[config.mk]
export PLATFORM = sky130hd
export DESIGN_NAME = wb_axisout_bridge_flat
export DESIGN_NICKNAME = d
export VERILOG_FILES = /design/src/rtl/wb_axisout_bridge_if.sv /design/src/rtl/wb_axisout_bridge.sv /design/src/flat_wrapper.sv
export SDC_FILE = /design/constraint.sdc
export NUM_CORES = 1
export LEC_CHECK = 0
export ABC_CLOCK_PERIOD_IN_PS = 5200
export CAP_MARGIN = 20
export CORE_MARGIN = 1
export CORE_UTILIZATION = 50
export CTS_BUF_LIST = sky130_fd_sc_hd__clkbuf_8
export CTS_CLUSTER_DIAMETER = 80
export CTS_CLUSTER_SIZE = 30
export DETAILED_ROUTE_END_ITERATION = 10
export GPL_ROUTABILITY_DRIVEN = 0
export PLACE_DENSITY = 0.8
export SLEW_MARGIN = 20
export SYNTH_ARGS = -nofsm -noshare
export SYNTH_HDL_FRONTEND = slang
export SYNTH_SLANG_ARGS = --single-unit
[constraint.sdc]
create_clock -name wb_clk_i -period 5.2 [get_ports wb_clk_i]
set_clock_uncertainty 0.2 [all_clocks]
set_input_delay 0.78 -clock wb_clk_i [delete_from_list [all_inputs] [get_ports wb_clk_i]]
set_output_delay 0.78 -clock wb_clk_i [all_outputs]
set_load 0.005 [all_outputs]
[src/rtl/wb_axisout_bridge_if.sv]
`default_nettype none
// +--------------------------------------------------------------------------+
// | wb_axisout_bridge_if : Wishbone slave bus plus FIR result stream bundle   |
// | Rev 1.0                                                                  |
// +--------------------------------------------------------------------------+
interface wb_axisout_bridge_if #(
    parameter int pDATA_WIDTH = 32
);
    logic                   wbs_stb_i;
    logic                   wbs_cyc_i;
    logic                   wbs_we_i;
    logic [3:0]             wbs_sel_i;
    logic [31:0]            wbs_dat_i;
    logic [31:0]            wbs_adr_i;
    logic                   wbs_ack_o;
    logic [31:0]            wbs_dat_o;
    logic                   sm_tvalid;
    logic [pDATA_WIDTH-1:0] sm_tdata;
    logic                   sm_tlast;
    logic                   sm_tready;

    modport slave (
        input  wbs_stb_i, wbs_cyc_i, wbs_we_i, wbs_sel_i, wbs_dat_i, wbs_adr_i,
        input  sm_tvalid, sm_tdata, sm_tlast,
        output wbs_ack_o, wbs_dat_o, sm_tready
    );

    modport master (
        output wbs_stb_i, wbs_cyc_i, wbs_we_i, wbs_sel_i, wbs_dat_i, wbs_adr_i,
        output sm_tvalid, sm_tdata, sm_tlast,
        input  wbs_ack_o, wbs_dat_o, sm_tready
    );
endinterface
`default_nettype wire

[src/rtl/wb_axisout_bridge.sv]
`default_nettype none
// +--------------------------------------------------------------------------+
// | wb_axisout_bridge : FIR result stream into a FIFO, drained by Wishbone     |
// | polling/popping. Optional frame counter: AXISOUT_FRAME_CNT_EN. Rev 1.0    |
// +--------------------------------------------------------------------------+
module wb_axisout_bridge #(
    parameter int pDATA_WIDTH = 32,
    parameter int FIFO_DEPTH  = 4,
    parameter int pADDR_WIDTH = 12
) (
    input  wire logic          wb_clk_i,
    input  wire logic          wb_rst_ni,
    wb_axisout_bridge_if.slave bus
);
    localparam int         PTR_W     = (FIFO_DEPTH > 1) ? $clog2(FIFO_DEPTH) : 1;
    localparam logic [3:0] DEPTH_CNT = 4'(FIFO_DEPTH);
    localparam logic [7:0] OFF_DATA  = 8'h84;
    localparam logic [7:0] OFF_STAT  = 8'h8C;
    localparam logic [7:0] OFF_FLUSH = 8'h90;
`ifdef AXISOUT_FRAME_CNT_EN
    localparam logic [7:0] OFF_FRAME = 8'h98;
`endif
    localparam int         unused_addr_width = pADDR_WIDTH;

    typedef enum logic [2:0] {
        S_IDLE     = 3'd0,
        S_RD_DATA  = 3'd1,
        S_RD_STAT  = 3'd2,
        S_RD_OTHER = 3'd3,
        S_WR       = 3'd4,
        S_DONE     = 3'd5
    } state_t;

    state_t                 state_q, state_d;
    logic [7:0]             off_q, off_d;
    logic                   wdat0_q, wdat0_d;
    logic                   live_q, live_d;
    logic [PTR_W-1:0]       wr_ptr_q, wr_ptr_d;
    logic [PTR_W-1:0]       rd_ptr_q, rd_ptr_d;
    logic [3:0]             count_q, count_d;
    logic                   underflow_q, underflow_d;
    logic                   last_popped_q, last_popped_d;
    logic [pDATA_WIDTH:0]   mem_q [FIFO_DEPTH];
    logic [pDATA_WIDTH:0]   mem_d [FIFO_DEPTH];
`ifdef AXISOUT_FRAME_CNT_EN
    logic [15:0]            frame_q, frame_d;
`endif

    logic                   req, empty, full, tready, push, pop, flush;
    logic                   ack;
    logic [31:0]            rdata;
    logic [31:0]            status;
    logic [pDATA_WIDTH:0]   head;
    logic                   unused_bits;

    assign req    = bus.wbs_stb_i & bus.wbs_cyc_i & (bus.wbs_adr_i[31:24] == 8'h30);
    assign empty  = (count_q == 4'd0);
    assign full   = (count_q == DEPTH_CNT);
    assign head   = mem_q[rd_ptr_q];
    // live_q keeps tready low until the first clock after reset release
    assign tready = live_q & ~full;
    assign push   = bus.sm_tvalid & tready;
    assign pop    = (state_q == S_RD_DATA) & ~empty;
    assign flush  = (state_q == S_WR) & (off_q == OFF_FLUSH) & wdat0_q;
    assign status = {24'b0, count_q, underflow_q, last_popped_q, full, empty};

    assign unused_bits = ^{bus.wbs_sel_i, bus.wbs_adr_i[23:8], bus.wbs_dat_i[31:1]};

    assign bus.wbs_ack_o = ack;
    assign bus.wbs_dat_o = rdata;
    assign bus.sm_tready = tready;

    always_comb begin
        state_d = state_q;
        off_d   = off_q;
        wdat0_d = wdat0_q;
        ack     = 1'b0;
        rdata   = 32'b0;
        case (state_q)
            S_IDLE: begin
                if (req) begin
                    off_d   = bus.wbs_adr_i[7:0];
                    wdat0_d = bus.wbs_dat_i[0];
                    if (bus.wbs_we_i)                      state_d = S_WR;
                    else if (bus.wbs_adr_i[7:0] == OFF_DATA) state_d = S_RD_DATA;
                    else if (bus.wbs_adr_i[7:0] == OFF_STAT) state_d = S_RD_STAT;
                    else                                   state_d = S_RD_OTHER;
                end
            end
            S_RD_DATA: begin
                ack     = 1'b1;
                rdata   = empty ? 32'b0 : 32'(head[pDATA_WIDTH-1:0]);
                state_d = S_DONE;
            end
            S_RD_STAT: begin
                ack     = 1'b1;
                rdata   = status;
                state_d = S_DONE;
            end
            S_RD_OTHER: begin
                ack     = 1'b1;
`ifdef AXISOUT_FRAME_CNT_EN
                if (off_q == OFF_FRAME) rdata = {16'b0, frame_q};
`endif
                state_d = S_DONE;
            end
            S_WR: begin
                ack     = 1'b1;
                state_d = S_DONE;
            end
            S_DONE:  state_d = S_IDLE;
            default: state_d = S_IDLE;
        endcase
    end

    // FIFO bookkeeping; flush overrides any push or pop of the same cycle
    always_comb begin
        live_d        = 1'b1;
        wr_ptr_d      = wr_ptr_q;
        rd_ptr_d      = rd_ptr_q;
        count_d       = count_q;
        underflow_d   = underflow_q;
        last_popped_d = last_popped_q;
        mem_d         = mem_q;
`ifdef AXISOUT_FRAME_CNT_EN
        frame_d       = frame_q;
`endif
        if (flush) begin
            wr_ptr_d      = '0;
            rd_ptr_d      = '0;
            count_d       = 4'd0;
            underflow_d   = 1'b0;
            last_popped_d = 1'b0;
`ifdef AXISOUT_FRAME_CNT_EN
            frame_d       = 16'd0;
`endif
        end else begin
            if (push) begin
                mem_d[wr_ptr_q] = {bus.sm_tlast, bus.sm_tdata};
                wr_ptr_d        = wr_ptr_q + PTR_W'(1);
            end
            if (pop) begin
                rd_ptr_d      = rd_ptr_q + PTR_W'(1);
                last_popped_d = head[pDATA_WIDTH];
`ifdef AXISOUT_FRAME_CNT_EN
                if (head[pDATA_WIDTH]) frame_d = frame_q + 16'd1;
`endif
            end
            if ((state_q == S_RD_DATA) && empty) underflow_d = 1'b1;
            count_d = count_q + 4'(push) - 4'(pop);
        end
    end

    always_ff @(posedge wb_clk_i or negedge wb_rst_ni) begin
        if (!wb_rst_ni) begin
            state_q       <= S_IDLE;
            off_q         <= 8'h00;
            wdat0_q       <= 1'b0;
            live_q        <= 1'b0;
            wr_ptr_q      <= '0;
            rd_ptr_q      <= '0;
            count_q       <= 4'd0;
            underflow_q   <= 1'b0;
            last_popped_q <= 1'b0;
`ifdef AXISOUT_FRAME_CNT_EN
            frame_q       <= 16'd0;
`endif
        end else begin
            state_q       <= state_d;
            off_q         <= off_d;
            wdat0_q       <= wdat0_d;
            live_q        <= live_d;
            wr_ptr_q      <= wr_ptr_d;
            rd_ptr_q      <= rd_ptr_d;
            count_q       <= count_d;
            underflow_q   <= underflow_d;
            last_popped_q <= last_popped_d;
`ifdef AXISOUT_FRAME_CNT_EN
            frame_q       <= frame_d;
`endif
        end
    end

    // Storage holds no reset; validity is tracked entirely by the pointers
    always_ff @(posedge wb_clk_i) begin
        mem_q <= mem_d;
    end
endmodule
`default_nettype wire

[src/flat_wrapper.sv]
// flat-port wrapper written by rule: the top's interface ports become plain ports
module wb_axisout_bridge_flat 
#(
    parameter int pDATA_WIDTH = 32,
    parameter int FIFO_DEPTH  = 4,
    parameter int pADDR_WIDTH = 12
)
  (wb_clk_i, wb_rst_ni, bus_wbs_stb_i, bus_wbs_cyc_i, bus_wbs_we_i, bus_wbs_sel_i, bus_wbs_dat_i, bus_wbs_adr_i, bus_sm_tvalid, bus_sm_tdata, bus_sm_tlast, bus_wbs_ack_o, bus_wbs_dat_o, bus_sm_tready);
  wb_axisout_bridge_if #(.pDATA_WIDTH(pDATA_WIDTH)) bus_i ();
  input  wire logic wb_clk_i;
  input  wire logic wb_rst_ni;
  input wire logic [$bits(bus_i.wbs_stb_i)-1:0] bus_wbs_stb_i;
  input wire logic [$bits(bus_i.wbs_cyc_i)-1:0] bus_wbs_cyc_i;
  input wire logic [$bits(bus_i.wbs_we_i)-1:0] bus_wbs_we_i;
  input wire logic [$bits(bus_i.wbs_sel_i)-1:0] bus_wbs_sel_i;
  input wire logic [$bits(bus_i.wbs_dat_i)-1:0] bus_wbs_dat_i;
  input wire logic [$bits(bus_i.wbs_adr_i)-1:0] bus_wbs_adr_i;
  input wire logic [$bits(bus_i.sm_tvalid)-1:0] bus_sm_tvalid;
  input wire logic [$bits(bus_i.sm_tdata)-1:0] bus_sm_tdata;
  input wire logic [$bits(bus_i.sm_tlast)-1:0] bus_sm_tlast;
  output wire logic [$bits(bus_i.wbs_ack_o)-1:0] bus_wbs_ack_o;
  output wire logic [$bits(bus_i.wbs_dat_o)-1:0] bus_wbs_dat_o;
  output wire logic [$bits(bus_i.sm_tready)-1:0] bus_sm_tready;
  assign bus_i.wbs_stb_i = bus_wbs_stb_i;
  assign bus_i.wbs_cyc_i = bus_wbs_cyc_i;
  assign bus_i.wbs_we_i = bus_wbs_we_i;
  assign bus_i.wbs_sel_i = bus_wbs_sel_i;
  assign bus_i.wbs_dat_i = bus_wbs_dat_i;
  assign bus_i.wbs_adr_i = bus_wbs_adr_i;
  assign bus_i.sm_tvalid = bus_sm_tvalid;
  assign bus_i.sm_tdata = bus_sm_tdata;
  assign bus_i.sm_tlast = bus_sm_tlast;
  assign bus_wbs_ack_o = bus_i.wbs_ack_o;
  assign bus_wbs_dat_o = bus_i.wbs_dat_o;
  assign bus_sm_tready = bus_i.sm_tready;
  wb_axisout_bridge #(.pDATA_WIDTH(pDATA_WIDTH), .FIFO_DEPTH(FIFO_DEPTH), .pADDR_WIDTH(pADDR_WIDTH)) u_core (.wb_clk_i(wb_clk_i), .wb_rst_ni(wb_rst_ni), .bus(bus_i));
endmodule
# Word level (Yosys, flattened, before mapping)
# Index checks and enable logic that the tools add are counted.
# word_totals
inputBits,107
reg_bits,155
word_cells,75
mem_bits_ro,0
mem_bits_rw,0
output_inout_bits,34
memories,0
latchBits,0
# op_classes
order_cmp,3
n_mux,23
n_bitwise,12
div_mod_pow,0
n_mul,0
eq_ne,10
n_reduce_logical,10
add_sub_neg,4
shifts,0
# ops
cell,n
$bwmux 132,1
$mux 33,3
$bmux 33 s2,1
$demux 33 s2,1
$pmux 32 s2,1
$mux 32,1
$eq 8x8->1 const B,3
$mux 3,3
$eq 8x6->1 const B,1
$mux 2,4
$and 1x1->1,7
$eq 3x2->1 const B,2
$ge 3x3->1 const B,2
$mux 1,6
$not 2->3,2
$pmux 3 s2,1
$reduce_bool 2->1,3
$add 2x1->2 const B,2
$add 4x1->4,1
$eq 4x3->1 const B,1
$logic_not 4->1,1
$mux 4,1
$reduce_and 2->1,2
$reduce_or 4->1,1
8 further kinds,11

# Logic depth before layout (Yosys ltp)
# depth
word_depth,7
ltp_mapped,10
mapped_depth_nobuf,10

# Worst setup path after synthesis
# No wires, ideal clock.
# synth_timing
path_type,register to register
startpoint,register u_core.state_q[2]
endpoint,register u_core.mem_q[0] (netlist name) (enable)
path_stages_with_launch,5
path_buffers,1
period_less_slack_ns,4.132
slack_ns,1.068
arrival_ns,3.460
required_ns,4.529
setup_time_ns,0.471
cell_sequence,dfrtp_1 > nor4bb_1 > and3_1 > clkbuf_1 > nor3b_1
# synth_via
elab_chain_cells,5
# synth_rtl
item,line,rtl
"start, declared",wb_axisout_bridge.sv:34,"state_t state_q, state_d;"
"start signal, assigned",wb_axisout_bridge.sv:169,state_q <= state_d;
$eq 3x3->1,wb_axisout_bridge.sv:64,assign flush = (state_q == S_WR) & (off_q == OFF_FLUSH) & wdat0_q;
$and 1x1->1 (2 in series),wb_axisout_bridge.sv:64,
$not 1->1 (no line),n/a,
$reduce_and 2->1 (no line),n/a,
"end signal, assigned",wb_axisout_bridge.sv:186,mem_q <= mem_d;
"end, declared",wb_axisout_bridge.sv:43,logic [pDATA_WIDTH:0] mem_q [FIFO_DEPTH];
# Every way passes these cells.
# A chain may end at the register's enable or synchronous reset.

# Worst setup path in the final report
# layout_timing
startpoint,register u_core.rd_ptr_q[0]
endpoint,output bus_wbs_dat_o[24]
# layout_via
elab_chain_cells,6
# layout_rtl
item,line,rtl
"start, declared",wb_axisout_bridge.sv:39,"logic [PTR_W-1:0] rd_ptr_q, rd_ptr_d;"
"start signal, assigned",wb_axisout_bridge.sv:174,rd_ptr_q <= rd_ptr_d;
$not 2->3 (implied by the code),wb_axisout_bridge.sv:59,assign head = mem_q[rd_ptr_q];
$bmux 33 s2,wb_axisout_bridge.sv:59,
$mux 33 (implied by the code) (2 in series),wb_axisout_bridge.sv:59,
$mux 32,wb_axisout_bridge.sv:92,rdata = empty ? 32'b0 : 32'(head[pDATA_WIDTH-1:0]);
$pmux 32 s2,wb_axisout_bridge.sv:79,case (state_q)
"end, declared",flat_wrapper.sv:22,output wire logic [$bits(bus_i.wbs_dat_o)-1:0] bus_wbs_dat_o;
# Every way passes these cells. The select of a mux whose other input is x is not followed.

==> flow_metrics.py <==
metrics = {
    "logic_synthesis": {
        "synth-edff-count": 132,
        "synth_area_per_cell_sq_um": 19.1,
        "synth_fp_nets": 446,
        "syn_inst": 328,
        "seq_area_frac_synth_pct": 72.4,
        "yosys_warnings": 0,
        "synth_area_leader_cell": "edfxtp_1",
        "syn_area_sq_um": 6270,
        "synth_cell_types": 37,
        "async_flop_share_pct": 14.8,
        "synth_top_cells_by_area": "edfxtp_1 (63%), mux4_2 (12%), dfrtp_1 (9.2%)",
        "synth_seq_cells": 155,
        "synth_top_area_share_pct": 63.2,
        "synth_flop_cell": "edfxtp_1",
    },
    "floorplan": {
        "start_util_pct": 51.8,
        "die_w_um": 114,
        "die_h_um": 114,
        "rows": 40,
        "ios": 141,
        "core_sq_um": 12100,
        "fp.dieArea_sq_um": 13000,
    },
    "clocking": {
        "cts_buffers": 17,
        "htree_levels": 4,
        "cts.path.max_buffers": 2,
        "clockRootBuffer": "clkbuf_8",
        "cts_hold_buf": 0,
        "clk_latency_ns": 0.44,
        "clkSlewWorstSetupHoldPaths_ns": 0.08,
        "cts_sinks": 155,
        "post_cts_buffers": 0,
        "cts_tree": "yes",
        "cts_resized": 0,
    },
    "global_routing": {
        "overflow": 0,
        "grt_pass1_vias": 3681,
        "grt_use_total_pct": 20.2,
        "grt_max_degree": 36,
        "grt_first_pass_wirelength_mm": 19.1,
        "antenna_found_initial": 0,
    },
    "routing": {
        "wl_mm": 11.9,
        "vias": 3395,
        "drtIter0Drc": 213,
        "avgRoutedWirePerCell_um": 19.6,
        "dr.pass1.iters": 4,
        "viasPerCell": 5.58,
        "drc": 0,
        "ant_nets": 0,
    },
    "timing": {
        "fmax_ghz": 0.258,
        "rsz0062_at_grt": "false",
        "slew_viol_final": 0,
        "period_share_pct": 74.6,
        "final_hold_viol_count": 0,
        "worstMarginPinSlew_ns": 0.867,
        "fin_crit_ns": 3.88,
        "fin_setup_tns_ns": 0,
        "setup_violations": 0,
        "hold_slack_ns": 0.104,
        "slew_headroom_pct": 42.2,
    },
    "power": {
        "peakVddDrop_mv": 0.384,
        "total_leakage_power_nw": 2.75,
        "power_density_nw_per_um2": 461,
    },
    "min_path": {
        "hp-class": "input pin to async pin",
    },
    "critical_path": {
        "critPathMaxFanout": 20,
        "critical_path_arrival_ns": 2.90,
        "start_kind": "flop",
        "endpoint_kind": "output pin",
        "cp.required_ns": 4.22,
        "worstSetupPathType": "flop to output pin",
    },
    "placement": {
        "place_hpwl_mm": 7.32,
        "io_buffers": 89,
    },
    "final_layout": {
        "final_common_cell": "edfxtp_1",
        "drive_gt1_share_pct": 20.0,
        "nets": 546,
        "num_antenna_cells": 0,
        "area_growth_pct": 23.4,
        "mostFrequentLayoutCells": "edfxtp_1 (132), clkdlybuf4s50_1 (88), mux4_2 (33)",
    },
    "run_status": {
        "status": "finished, final reports clean",
    },
    "job": {
        "maxCapViolCount": 0,
    },
}
[routing by layer]
layer	global-route usage, %	routed length [um]	vias up
li1	-	-	1529
met1	25.3	5070	1757
met2	33.0	6010	95
met3	5.79	648	14
met4	8.92	183	0
met5	0	0	-
[per-stage QoR]
| stage | total power, W | setup slack, ns | instance area, sq um | util (%) | cells |
|---|---|---|---|---|---|
| 4_1_cts | 0.00361 | 1.22 | 7740 | 63.9 | 608 |
| 5_1_grt | 0.00376 | 1.11 | 7740 | 63.9 | 608 |
| 3_5_place_dp | 0.00280 | 1.72 | 7390 | 61.0 | 577 |
| 6_report | 0.00357 | 1.32 | 7740 | 63.9 | 608 |
| 2_1_floorplan | 0.00233 | 1.07 | 6270 | - | 328 |
| 3_3_place_gp | 0.00276 | 1.73 | 7390 | 61.0 | 577 |
[layout make-up]
class | count | area (sq um)
clock buffer | 17 | 234
clock inverter | 14 | 115
fill | 891 | 4370
inverter | 11 | 41.3
multi-input combinational | 148 | 1660
sequential | 155 | 4540
tap | 168 | 210
timing repair buffer | 95 | 931
[where the power goes]
part           leakage [nW]  internal (W)  total, W  switching [W]
logic                  1.06      0.000644   0.00109       0.000441
registers              1.49       0.00151   0.00167       0.000162
clock network         0.193      0.000408  0.000810       0.000402
total                  2.75       0.00256   0.00357        0.00100
[logic make-up after synthesis]
kind of cell / Yosys count / share of synthesized area [%]
flops: 155 / 72.4
simple gates: 66 / 7.06
mux: 42 / 13.5
compound gates: 27 / 3.01
buf+inv: 25 / 1.58
fa+ha+maj: 11 / 2.31
other cells: 1 / 0.0598
xor+xnor: 1 / 0.140
[worst max-delay path: stages, from the launching register on]
cell and delay (ns):
dfrtp_2 0.78, buf_4 0.44, mux4_2 0.55, and3_1 0.20
clkdlybuf4s50_1 0.48
[sequential cells by signal, indices dropped and copies added (netlist names), 2 cells and up]
register	count
u_core.mem_q	132
u_core.off_q	8
u_core.count_q	4
u_core.state_q	3
u_core.rd_ptr_q	2
u_core.wr_ptr_q	2
[cells in the mapped netlist, types with 3 or more instances]
library cell	count
inv_1	11
mux2_2	9
a21oi_1	7
nor2_1	4
nor4_1	3
nor4bb_1	3
clkbuf_1	10
dfrtp_1	23
o21ai_0	5
or3b_2	3
mux4_2	33
edfxtp_1	132
ha_1	10
nor3b_1	8
a22o_1	8
buf_2	4
and3_1	26
nand3_1	3
[worst paths after layout]
path / slack, ns / cells after the start / startpoint / to
min reg2reg: 0.31 / 1 / u_core.off_q[5]$_DFFE_PN0P_ / u_core.off_q[5]$_DFFE_PN0P_
max reg2reg: 1.99 / 10 / u_core.count_q[2]$_DFF_PN0_ / u_core.count_q[3]$_DFF_PN0_
max in group asynchronous: 4.32 / 1 / wb_rst_ni / u_core.rd_ptr_q[0]$_DFFE_PN0P_
min in group wb_clk_i: 0.31 / 1 / u_core.off_q[5]$_DFFE_PN0P_ / u_core.off_q[5]$_DFFE_PN0P_
max: 1.32 / 4 / u_core.rd_ptr_q[0]$_DFFE_PN0P_ / bus_wbs_dat_o[24]
min: 0.10 / 1 / wb_rst_ni / u_core.off_q[6]$_DFFE_PN0P_
Power figures use the tool's default switching activity.
